### src/rtl/descriptor_scheduler_pkg.sv
// Shared types for the descriptor scheduler: FSM state encoding and the
// MPRF descriptor address width.
package descriptor_sched_pkg;

    localparam int DESC_ADDR_W = 5;

    typedef enum logic [2:0] {
        IDLE      = 3'd0,
        START0    = 3'd1,
        START1    = 3'd2,
        WAIT_BUSY = 3'd3,
        RUN       = 3'd4,
        DONE      = 3'd5
    } sched_state_e;

endpackage

### src/rtl/descriptor_scheduler_if.sv
// Requester and engine-facing signal bundle of the descriptor scheduler.
// master = requesters/engine/sink side, slave = the scheduler itself.
interface descriptor_scheduler_if #(
    parameter int NUM_REQ = 4
);
    import descriptor_sched_pkg::*;

    logic [NUM_REQ-1:0]             req_valid;
    logic [NUM_REQ*DESC_ADDR_W-1:0] req_addr;
    logic [NUM_REQ-1:0]             req_ready;
    logic [NUM_REQ-1:0]             done;
    logic                           err;
    logic                           eng_start;
    logic [DESC_ADDR_W-1:0]         eng_start_addr;
    logic                           eng_idle;
    logic                           eng_out_valid;
    logic                           eng_descriptor_allowed;
    logic                           credit_return;
    logic                           busy;

    modport master (
        output req_valid, req_addr, eng_idle, eng_out_valid, credit_return,
        input  req_ready, done, err, eng_start, eng_start_addr,
               eng_descriptor_allowed, busy
    );

    modport slave (
        input  req_valid, req_addr, eng_idle, eng_out_valid, credit_return,
        output req_ready, done, err, eng_start, eng_start_addr,
               eng_descriptor_allowed, busy
    );

endinterface

### src/rtl/descriptor_scheduler_sva.sv
// Simulation checks for the scheduler: no credit return into a full sink
// counter, and the engine start strobe never exceeds two cycles.
module descriptor_scheduler_sva #(
    parameter int CREDITS = 8,
    parameter int CRED_W  = 4
) (
    input logic              clk,
    input logic              rst_n,
    input logic              credit_return_i,
    input logic [CRED_W-1:0] credit_q_i,
    input logic              eng_start_i
);

    credit_full_return_a: assert property (@(posedge clk) disable iff (!rst_n)
        !(credit_return_i && (credit_q_i == CRED_W'(CREDITS))));

    start_two_cycles_a: assert property (@(posedge clk) disable iff (!rst_n)
        (eng_start_i && $past(eng_start_i)) |=> !eng_start_i);

endmodule

### src/rtl/rr_arbiter.sv
// Combinational round-robin arbiter: grants the first request at or after
// ptr_i, wrapping around. Reusable for any N-way port arbitration.
module rr_arbiter #(
    parameter int  N  = 4,
    localparam int IW = (N > 1) ? $clog2(N) : 1
) (
    input  logic [N-1:0]  req_i,
    input  logic [IW-1:0] ptr_i,
    output logic [N-1:0]  grant_o,
    output logic [IW-1:0] idx_o,
    output logic          any_o
);

    logic [IW-1:0] cand_s;

    // Scan from the pointer and keep the first requester found.
    always_comb begin
        grant_o = '0;
        idx_o   = '0;
        any_o   = 1'b0;
        cand_s  = '0;
        for (int k = 0; k < N; k++) begin
            cand_s = IW'((int'(ptr_i) + k) % N);
            if (!any_o && req_i[cand_s]) begin
                any_o           = 1'b1;
                grant_o[cand_s] = 1'b1;
                idx_o           = cand_s;
            end else begin
                any_o = any_o;
            end
        end
    end

endmodule

### src/rtl/descriptor_scheduler.sv
// Shares one descriptor engine among NUM_REQ requesters: round-robin grant,
// two-cycle start, busy/idle tracking with timeout, and sink credit throttling.
module descriptor_scheduler
    import descriptor_sched_pkg::*;
#(
    parameter int NUM_REQ = 4,
    parameter int CREDITS = 8,
    parameter int TIMEOUT = 1024
) (
    input logic                   clk,
    input logic                   rst_n,
    descriptor_scheduler_if.slave bus
);

    localparam int IDX_W  = $clog2(NUM_REQ);
    localparam int CRED_W = $clog2(CREDITS + 1);
    localparam int TMO_W  = $clog2(TIMEOUT);
    localparam logic [CRED_W-1:0] CRED_MAX = CRED_W'(CREDITS);
    localparam logic [TMO_W-1:0]  TMO_LAST = TMO_W'(TIMEOUT - 1);

    sched_state_e           state_q, state_d;
    logic [IDX_W-1:0]       owner_q, owner_d;
    logic [IDX_W-1:0]       rr_q, rr_d;
    logic [DESC_ADDR_W-1:0] addr_q, addr_d;
    logic [TMO_W-1:0]       tmo_cnt_q, tmo_cnt_d;
    logic                   err_q, err_d;
    logic [CRED_W-1:0]      credit_q, credit_d;

    logic [NUM_REQ-1:0]     gnt_s;
    logic [IDX_W-1:0]       gnt_idx_s;
    logic                   gnt_any_s;
    logic [NUM_REQ-1:0]     req_ready_s;
    logic [NUM_REQ-1:0]     done_s;

    rr_arbiter #(.N(NUM_REQ)) u_arb (
        .req_i   (bus.req_valid),
        .ptr_i   (rr_q),
        .grant_o (gnt_s),
        .idx_o   (gnt_idx_s),
        .any_o   (gnt_any_s)
    );

    // FSM and job context registers.
    always_ff @(posedge clk or negedge rst_n) begin
        if (!rst_n) begin
            state_q   <= IDLE;
            owner_q   <= '0;
            rr_q      <= '0;
            addr_q    <= '0;
            tmo_cnt_q <= '0;
            err_q     <= 1'b0;
            credit_q  <= CRED_MAX;
        end else begin
            state_q   <= state_d;
            owner_q   <= owner_d;
            rr_q      <= rr_d;
            addr_q    <= addr_d;
            tmo_cnt_q <= tmo_cnt_d;
            err_q     <= err_d;
            credit_q  <= credit_d;
        end
    end

    // Next-state logic; the timeout check wins over a same-cycle engine event.
    always_comb begin
        state_d     = state_q;
        owner_d     = owner_q;
        rr_d        = rr_q;
        addr_d      = addr_q;
        tmo_cnt_d   = tmo_cnt_q;
        err_d       = err_q;
        req_ready_s = '0;
        case (state_q)
            IDLE: begin
                if (gnt_any_s && rst_n) begin
                    req_ready_s = gnt_s;
                    owner_d     = gnt_idx_s;
                    addr_d      = bus.req_addr[gnt_idx_s*DESC_ADDR_W +: DESC_ADDR_W];
                    err_d       = 1'b0;
                    state_d     = START0;
                end else begin
                    state_d = IDLE;
                end
            end
            START0: state_d = START1;
            START1: begin
                tmo_cnt_d = '0;
                state_d   = WAIT_BUSY;
            end
            WAIT_BUSY, RUN: begin
                if (tmo_cnt_q == TMO_LAST) begin
                    err_d   = 1'b1;
                    state_d = DONE;
                end else begin
                    tmo_cnt_d = tmo_cnt_q + 1'b1;
                    if (state_q == WAIT_BUSY) begin
                        state_d = bus.eng_idle ? WAIT_BUSY : RUN;
                    end else begin
                        state_d = bus.eng_idle ? DONE : RUN;
                    end
                end
            end
            DONE: begin
                rr_d    = (owner_q == IDX_W'(NUM_REQ - 1)) ? '0 : owner_q + 1'b1;
                state_d = IDLE;
            end
            default: state_d = IDLE;
        endcase
    end

    // Sink credits: a write and a return in the same cycle cancel out.
    always_comb begin
        credit_d = credit_q;
        if (bus.eng_out_valid && !bus.credit_return && (credit_q != '0)) begin
            credit_d = credit_q - 1'b1;
        end else if (bus.credit_return && !bus.eng_out_valid && (credit_q != CRED_MAX)) begin
            credit_d = credit_q + 1'b1;
        end else begin
            credit_d = credit_q;
        end
    end

    // Completion strobe routed to the owner of the finishing job.
    always_comb begin
        done_s = '0;
        if (state_q == DONE) begin
            done_s[owner_q] = 1'b1;
        end else begin
            done_s = '0;
        end
    end

    assign bus.req_ready      = req_ready_s;
    assign bus.done           = done_s;
    assign bus.err            = (state_q == DONE) & err_q;
    assign bus.eng_start      = (state_q == START0) | (state_q == START1);
    assign bus.eng_start_addr = addr_q;
    assign bus.busy           = (state_q != IDLE);
    assign bus.eng_descriptor_allowed =
        ((state_q == START1) | (state_q == WAIT_BUSY) | (state_q == RUN)) & (credit_q != '0);

    descriptor_scheduler_sva #(.CREDITS(CREDITS), .CRED_W(CRED_W)) u_sva (
        .clk             (clk),
        .rst_n           (rst_n),
        .credit_return_i (bus.credit_return),
        .credit_q_i      (credit_q),
        .eng_start_i     (bus.eng_start)
    );

endmodule
### src/flat_wrapper.sv
// flat-port wrapper written by rule: the top's interface ports become plain ports
module descriptor_scheduler_flat import descriptor_sched_pkg::*;
#(
    parameter int NUM_REQ = 4,
    parameter int CREDITS = 8,
    parameter int TIMEOUT = 1024
)
  (clk, rst_n, bus_req_valid, bus_req_addr, bus_eng_idle, bus_eng_out_valid, bus_credit_return, bus_req_ready, bus_done, bus_err, bus_eng_start, bus_eng_start_addr, bus_eng_descriptor_allowed, bus_busy);
  descriptor_scheduler_if #(.NUM_REQ(NUM_REQ)) bus_i ();
  input logic clk;
  input logic rst_n;
  input wire logic [$bits(bus_i.req_valid)-1:0] bus_req_valid;
  input wire logic [$bits(bus_i.req_addr)-1:0] bus_req_addr;
  input wire logic [$bits(bus_i.eng_idle)-1:0] bus_eng_idle;
  input wire logic [$bits(bus_i.eng_out_valid)-1:0] bus_eng_out_valid;
  input wire logic [$bits(bus_i.credit_return)-1:0] bus_credit_return;
  output wire logic [$bits(bus_i.req_ready)-1:0] bus_req_ready;
  output wire logic [$bits(bus_i.done)-1:0] bus_done;
  output wire logic [$bits(bus_i.err)-1:0] bus_err;
  output wire logic [$bits(bus_i.eng_start)-1:0] bus_eng_start;
  output wire logic [$bits(bus_i.eng_start_addr)-1:0] bus_eng_start_addr;
  output wire logic [$bits(bus_i.eng_descriptor_allowed)-1:0] bus_eng_descriptor_allowed;
  output wire logic [$bits(bus_i.busy)-1:0] bus_busy;
  assign bus_i.req_valid = bus_req_valid;
  assign bus_i.req_addr = bus_req_addr;
  assign bus_i.eng_idle = bus_eng_idle;
  assign bus_i.eng_out_valid = bus_eng_out_valid;
  assign bus_i.credit_return = bus_credit_return;
  assign bus_req_ready = bus_i.req_ready;
  assign bus_done = bus_i.done;
  assign bus_err = bus_i.err;
  assign bus_eng_start = bus_i.eng_start;
  assign bus_eng_start_addr = bus_i.eng_start_addr;
  assign bus_eng_descriptor_allowed = bus_i.eng_descriptor_allowed;
  assign bus_busy = bus_i.busy;
  descriptor_scheduler #(.NUM_REQ(NUM_REQ), .CREDITS(CREDITS), .TIMEOUT(TIMEOUT)) u_core (.clk(clk), .rst_n(rst_n), .bus(bus_i));
endmodule
### config.mk
export PLATFORM = sky130hd
export DESIGN_NAME = descriptor_scheduler_flat
export DESIGN_NICKNAME = d
export VERILOG_FILES = /design/src/rtl/descriptor_scheduler_pkg.sv /design/src/rtl/descriptor_scheduler_if.sv /design/src/rtl/descriptor_scheduler_sva.sv /design/src/rtl/rr_arbiter.sv /design/src/rtl/descriptor_scheduler.sv /design/src/flat_wrapper.sv
export SDC_FILE = /design/constraint.sdc
export NUM_CORES = 1
export LEC_CHECK = 0
export BUFFER_PORTS_ARGS = -buffer_cell sky130_fd_sc_hd__buf_2
export CORE_MARGIN = 2
export CORE_UTILIZATION = 52
export DETAILED_ROUTE_END_ITERATION = 6
export GPL_ROUTABILITY_DRIVEN = 0
export PLACE_DENSITY = 0.84
export SETUP_SLACK_MARGIN = 0.05
export SLEW_MARGIN = 10
export SYNTH_ARGS = -nofsm -noshare
export SYNTH_HDL_FRONTEND = slang
export SYNTH_HIERARCHICAL = 1
export SYNTH_SLANG_ARGS = --single-unit
### constraint.sdc
create_clock -name clk -period 3.4 [get_ports clk]
set_clock_uncertainty 0.05 [all_clocks]
set_input_delay 0.34 -clock clk [delete_from_list [all_inputs] [get_ports clk]]
set_output_delay 0.34 -clock clk [all_outputs]
set_load 0.05 [all_outputs]
; After elaboration in Yosys (flattened, before gate mapping)
; Cells that the tools add are included.
[totals]
register_bits = 27
inputBits = 29
elab_cells = 120
[classes]
add_sub_neg = 7
multipliers = 1
n_lt_le_gt_ge = 10
n_eq_ne = 11
shifts = 1
mux = 47
n_bitwise = 8
reduce_logical = 28
[ops]
columns = cell, n
row1 = 4-bit two-way mux, 9
row2 = 10-bit one-hot mux with 2 select lines, 1
row3 = 20-bit by 6-bit indexed part select with 5-bit output, 1
row4 = 1-bit two-way mux, 17
row5 = "2-bit by 3-bit < comparator with 1-bit output, second input constant", 5
row6 = 1-bit logical AND, 13
row7 = 4-bit OR, 3
row8 = 3-bit one-hot mux with 4 select lines, 1
row9 = "10-bit by 1-bit adder with 10-bit output, second input constant", 1
row10 = 1-bit demux with 2-bit select, 5
row11 = "10-bit equality test, second input constant", 1
row12 = "2-bit by 1-bit greater-or-equal comparator with 1-bit output, second input constant", 5
row13 = 10-bit two-way mux, 1
row14 = 2-bit two-way mux, 5
row15 = 3-bit two-way mux, 3
row16 = 1-bit binary-select mux with 2-bit select, 4
row17 = "3-bit by 2-bit equality test with 1-bit output, second input constant", 2
row18 = "3-bit equality test, second input constant", 2
row19 = 2-bit nonzero test, 3
row20 = 1-bit zero test, 5
row21 = "2-bit by 3-bit multiplier with 5-bit output, second input constant", 1
row22 = "2-bit by 1-bit adder with 2-bit output, second input constant", 2
row23 = "2-bit adder, second input constant", 2
row24 = "4-bit by 1-bit adder with 4-bit output, second input constant", 1
row25 = 15 further kinds, 20

; Depth between registers and ports, before layout
[logic_depth]
depth_word = 15
ltp_mapped = 12
mapped_depth_nobuf = 9

; Hierarchy
; Netlist, hierarchy kept.
[modules_own_cells]
columns = mod, instances, cells_each, area_per_inst_um2
row1 = descriptor_scheduler, 1, 161, 1707.9
row2 = rr_arbiter, 1, 45, 419.2

; Least setup slack after synthesis
; OpenSTA, ideal clock, no wires.
[synth_path]
path_type = flip-flop to flip-flop
startpoint = reg u_core.rr_q[0]
endpoint = reg u_core.addr_q[0], in the netlist u_core/bus.eng_start_addr[0]
setup_time_ps = 125
arrival_time_ps = 2882
setup_slack_ps = 343
stages_incl_launch_ff = 12
path_buffers = 3
period_less_slack_ps = 3057
cell_sequence = dfrtp_1 -> buf_6 -> inv_1 -> ha_1 -> mux4_2 -> buf_6 -> and2b_2 -> o21ai_0 -> o31ai_1 -> clkbuf_1 -> mux4_2 -> mux2_2
[synth_between]
elab_chain_len = 14
elab_cells_between_ends = 29
cone_classes = 3 x add/sub / 1 x mul / 1 x shift / 16 x mux / 8 x reduce/logical
[synth_lines]
columns = item, line_no
row1 = start: declaration, descriptor_scheduler.sv:23  ; logic [IDX_W-1:0] rr_q, rr_d;
row2 = start signal: assignment, descriptor_scheduler.sv:56  ; rr_q <= rr_d;
row3 = branches (longest 11 deep; another with 2-bit by 1-bit adder with 2-bit output), n/a
row4 = 2-bit two-way mux (*), rr_arbiter.sv:24  ; if (!any_o && req_i[cand_s]) begin
row5 = named net u_core.gnt_idx_s[0], descriptor_scheduler.sv:30  ; logic [IDX_W-1:0] gnt_idx_s;
row6 = 2-bit by 3-bit multiplier with 5-bit output (*), descriptor_scheduler.sv:78  ; addr_d = bus.req_addr[gnt_idx_s*DESC_ADDR_W +: DESC_ADDR_W];
row7 = 20-bit by 6-bit indexed part select with 5-bit output (*), descriptor_scheduler.sv:78
row8 = end signal: assignment, descriptor_scheduler.sv:57  ; addr_q <= addr_d;
row9 = end: declaration, descriptor_scheduler.sv:24  ; logic [DESC_ADDR_W-1:0] addr_q, addr_d;
; Mark *: on every way through the listed nets, which the timed path passes. The select of a mux whose other input is x is not followed.
; A chain may end at the register's enable or synchronous reset.

; Worst setup path after layout
[layout_path]
startpoint = reg u_core.rr_q[1]
endpoint = out bus_req_ready[1]
[layout_between]
elab_cells_between_ends = 51
cone_classes = 3 x add/sub / 8 x order compare / 26 x mux / 3 x bitwise / 11 x reduce/logical
[layout_lines]
columns = item, line_no
row1 = branches (longest 11 deep; another with 2-bit by 3-bit < comparator with 1-bit output), n/a
row2 = 4-bit two-way mux (*), rr_arbiter.sv:24
row3 = named net u_core.gnt_s[1], descriptor_scheduler.sv:29  ; logic [NUM_REQ-1:0] gnt_s;
row4 = 4-bit two-way mux (*), descriptor_scheduler.sv:75  ; if (gnt_any_s && rst_n) begin
row5 = 4-bit two-way mux (*), descriptor_scheduler.sv:73  ; case (state_q)
row6 = end: declaration, flat_wrapper.sv:17  ; output wire logic [$bits(bus_i.req_ready)-1:0] bus_req_ready;
; Marked as above.

==> key figures <==
Die
  – Initial Util: 53.6%
  – Num ports: 46
  – Core Region: 3970 µm²
  – # rows: 23
  – Die W: 68.0 µm
  – Die H: just under 70 µm
  – Die footprint: ~4600 µm²

STA
  – Slew @ Worst Pin: 0.809 ns
  – Final Cycle Share: 92.5%
  – Final slew viol count: 0
  – Endpoints failing setup: 0
  – RSZ-0062 raised after global routing: no
  – Slew HR: 46.0%
  – Setup_tns: 0 ns
  – Fmax: between 0.3 and 0.4 GHz
  – Final hold violations: 0
  – Final min period: ~3.1 ns

Yosys
  – Post-synth EDFFs: 0
  – Top-area cell type share of the netlist area: about 31%
  – Gate Count Post-Synth: slightly above 200
  – YS warnings: 6
  – Async set-reset flop share out of synthesis: 100%
  – Cell taking the most area after synthesis: dfrtp_1
  – Synthesized area: roughly 2100 µm²
  – Main synth FF type: dfrtp_1
  – Most instantiated cells after synthesis: 26 x dfrtp_1, 16 x nand2_1, 13 x o21ai_0
  – Avg Cell Area, Syn: around 10 µm²
  – Top-count cell post-synth: dfrtp_1
  – Post-synthesis cell type count: 55
  – Sequential area share after synthesis: about a third
  – Area contributors post-synth: dfrtp_1 31%, mux4_2 7.4%, ha_1 6.5%
  – Post-synth net total: approximately 250
  – #FFs+latches synth: 27

Placement
  – Port bufs: 45
  – DP HPWL: ~3500 µm
  – Post-DP Area: approximately 2400 µm²

Worst setup path
  – CP max FO: 9
  – CP required: ~3 ns
  – Worst path bufs/invs: 3
  – Top Family by Delay on Critical Path: buffers and inverters
  – CP Capture Type: output port
  – Setup Crit Path Kind: flip-flop to output port
  – WP data arrival: between 2 and 3 ns
  – Slowest stage delay, CP: between 0.4 and 0.5 ns
  – Startpoint Class: flip-flop
  – CP max stage cell: dfrtp_2
  – Worst-path cell chain: inv_1, ha_1, mux4_2, buf_4, nor4b_4, a22oi_1, o21ai_0, and2_1, buf_2

GRT
  – GR Util All Layers: between 20% and 30%
  – First-pass GRT wire length: roughly 7500 µm
  – Pin count of the biggest net entering global routing: 28
  – Initial antenna violation count: 0
  – Vias in the first global route: around 1,700
  – GR Overflow Total: 0

Cells and area
  – # fillers: approximately 330
  – Reg area: about 680 µm²
  – Final Instance Area: 2450 µm²
  – Layout cells sized above 1: 35.3%
  – Antenna diode count: 0
  – # nets final: ~290
  – Multi-input gate area: between 1000 and 1500 µm²
  – Area Overhead vs Synth: 15.1%

Power and ir drop
  – VDD IR max: between 0.5 and 0.6 mV
  – Internal: between 1 and 1.5 mW
  – Share of total power in combinational logic: roughly two thirds
  – Pwr/cell area: approximately 930 nW/µm²
  – Part of the power in the clock network: between 8 and 9%
  – Leakage: 1.13 nW
  – Sw frac: about 49%
  – Sequential share of power: around a quarter
  – NetSw: about 1.1 mW

Clock tree
  – Root buffer cell: clkbuf_8
  – Worst-path clk slew: ~0.09 ns
  – Clock sinks: 27
  – Skew-Pair Late Insertion Delay: around 0.27 ns
  – Max clock buf depth: 2
  – Post-CTS setup repair buffer count: 0
  – Number of buffers created by CTS: 3
  – H-tree depth: 1
  – TritonCTS clock tree: yes
  – Cts hold-fix bufs: 0

Route
  – Iteration-0 DRC Markers: 90
  – Routed vias: roughly 1,800
  – Routed Antenna Nets: 0
  – Post-route DRC: 0
  – DR WL/cell: 15.3 µm
  – Vias per cell: ~6
  – Pre-Repair DR Iteration Count: 4
  – DRT Wirelength: about 4600 µm

Run
  – Max_cap viols: 0

Min path
  – Min-delay worst type: input port to asynchronous set/reset pin

Status
  – Status: finished, final reports clean
[power groups by stage]
stage	clock [mW]	sequential (mW)	combinational (mW)
6_report	0.183	0.579	1.50
5_1_grt	0.199	0.601	1.65
4_1_cts	0.188	0.579	1.50
3_5_place_dp	0	0.585	1.48
3_3_place_gp	0	0.574	1.44
2_1_floorplan	0	0.635	1.14
[layer usage]
metal / track usage, % / part of all wire, %
met1: 26.8 / 46
met2: 36.8 / 48
met3: 2.80 / 4.8
met4: 7.25 / 1.5
met5: 0 / 0
[layout make-up]
| cell class | count | share of cell area [%] |
|---|---|---|
| Tap cell | 50 | 2.56 |
| Clock buffer | 3 | 1.69 |
| Clock inverter | 1 | 0.204 |
| Sequential cell | 27 | 27.7 |
| Multi-Input combinational cell | 162 | 55.6 |
| Inverter | 8 | 1.23 |
| Timing Repair Buffer | 51 | 11.0 |
[flip-flops by register name, indices dropped and copies added (netlist names)]
signal                     count
u_core/tmo_cnt_q              10
u_core/bus.eng_start_addr      5
u_core/credit_q                4
u_core/state_q                 3
u_core/owner_q                 2
u_core/rr_q                    2
u_core/err_q                   1
[timing repair]
action	CTS	global route
setup endpoints to repair	2	3
gates cloned	0	0
resized for setup	1	1
[logic make-up after synthesis]
kind of cell	after synthesis	share of synthesized area [%]
fa+ha+maj	11	6.47
simple gates	75	21.9
flops	27	31.8
mux	26	18.5
buf+inv	17	4.47
compound gates	47	15.6
xor+xnor	3	1.24
[cells in the final DEF (no fill, tap or decap), types with 3 or more instances in the layout]
cell type,synthesis,routed
buf_2,1,45
dfrtp_1,26,25
nand2_1,16,16
o21ai_0,13,13
mux2_2,11,11
ha_1,11,11
and2_1,10,10
inv_1,8,8
nor2_1,8,8
a22oi_1,8,8
nor3_1,7,7
mux4_2,7,7
mux2i_1,6,6
buf_4,2,6
or3_1,5,5
a21oi_1,5,5
nand3_1,4,4
clkbuf_8,0,3
nor2b_1,3,3
xnor2_1,3,3
a211o_1,3,3
[worst paths after layout]
| kind | from | to | slack [ns] | cells past startpoint |
|---|---|---|---|---|
| hold reg to reg | u_core/tmo_cnt_q[9] | u_core/tmo_cnt_q[9] | 0.46 | 1 |
| setup / recovery | u_core/rr_q[1] | bus_req_ready[1] | 0.25 | 9 |
| max in group asynchronous | rst_n | u_core/credit_q[3] | 2.97 | 2 |
| setup reg to reg | u_core/rr_q[1] | u_core/bus.eng_start_addr[2] | 0.34 | 9 |
| min in group clk | bus_eng_idle | u_core/state_q[0] | 0.27 | 3 |
| hold / removal | rst_n | u_core/tmo_cnt_q[3] | 0.03 | 2 |
[through the flow]
step / setup slack (ns) / util, % / instances / hold WS [ns] / power, mW
after floorplan: 0.343 / - / 206 / -0.00559 / 1.78
after global routing: 0.127 / 61.6 / 302 / 0.0443 / 2.45
after CTS: 0.185 / 61.6 / 302 / 0.0485 / 2.26
final: 0.254 / 61.6 / 302 / 0.0305 / 2.27
after global placement: 0.147 / 60.3 / 298 / 0.351 / 2.02
after detailed placement: 0.0607 / 60.3 / 298 / 0.352 / 2.07
Note: power is estimated with default switching activity, not from simulation.
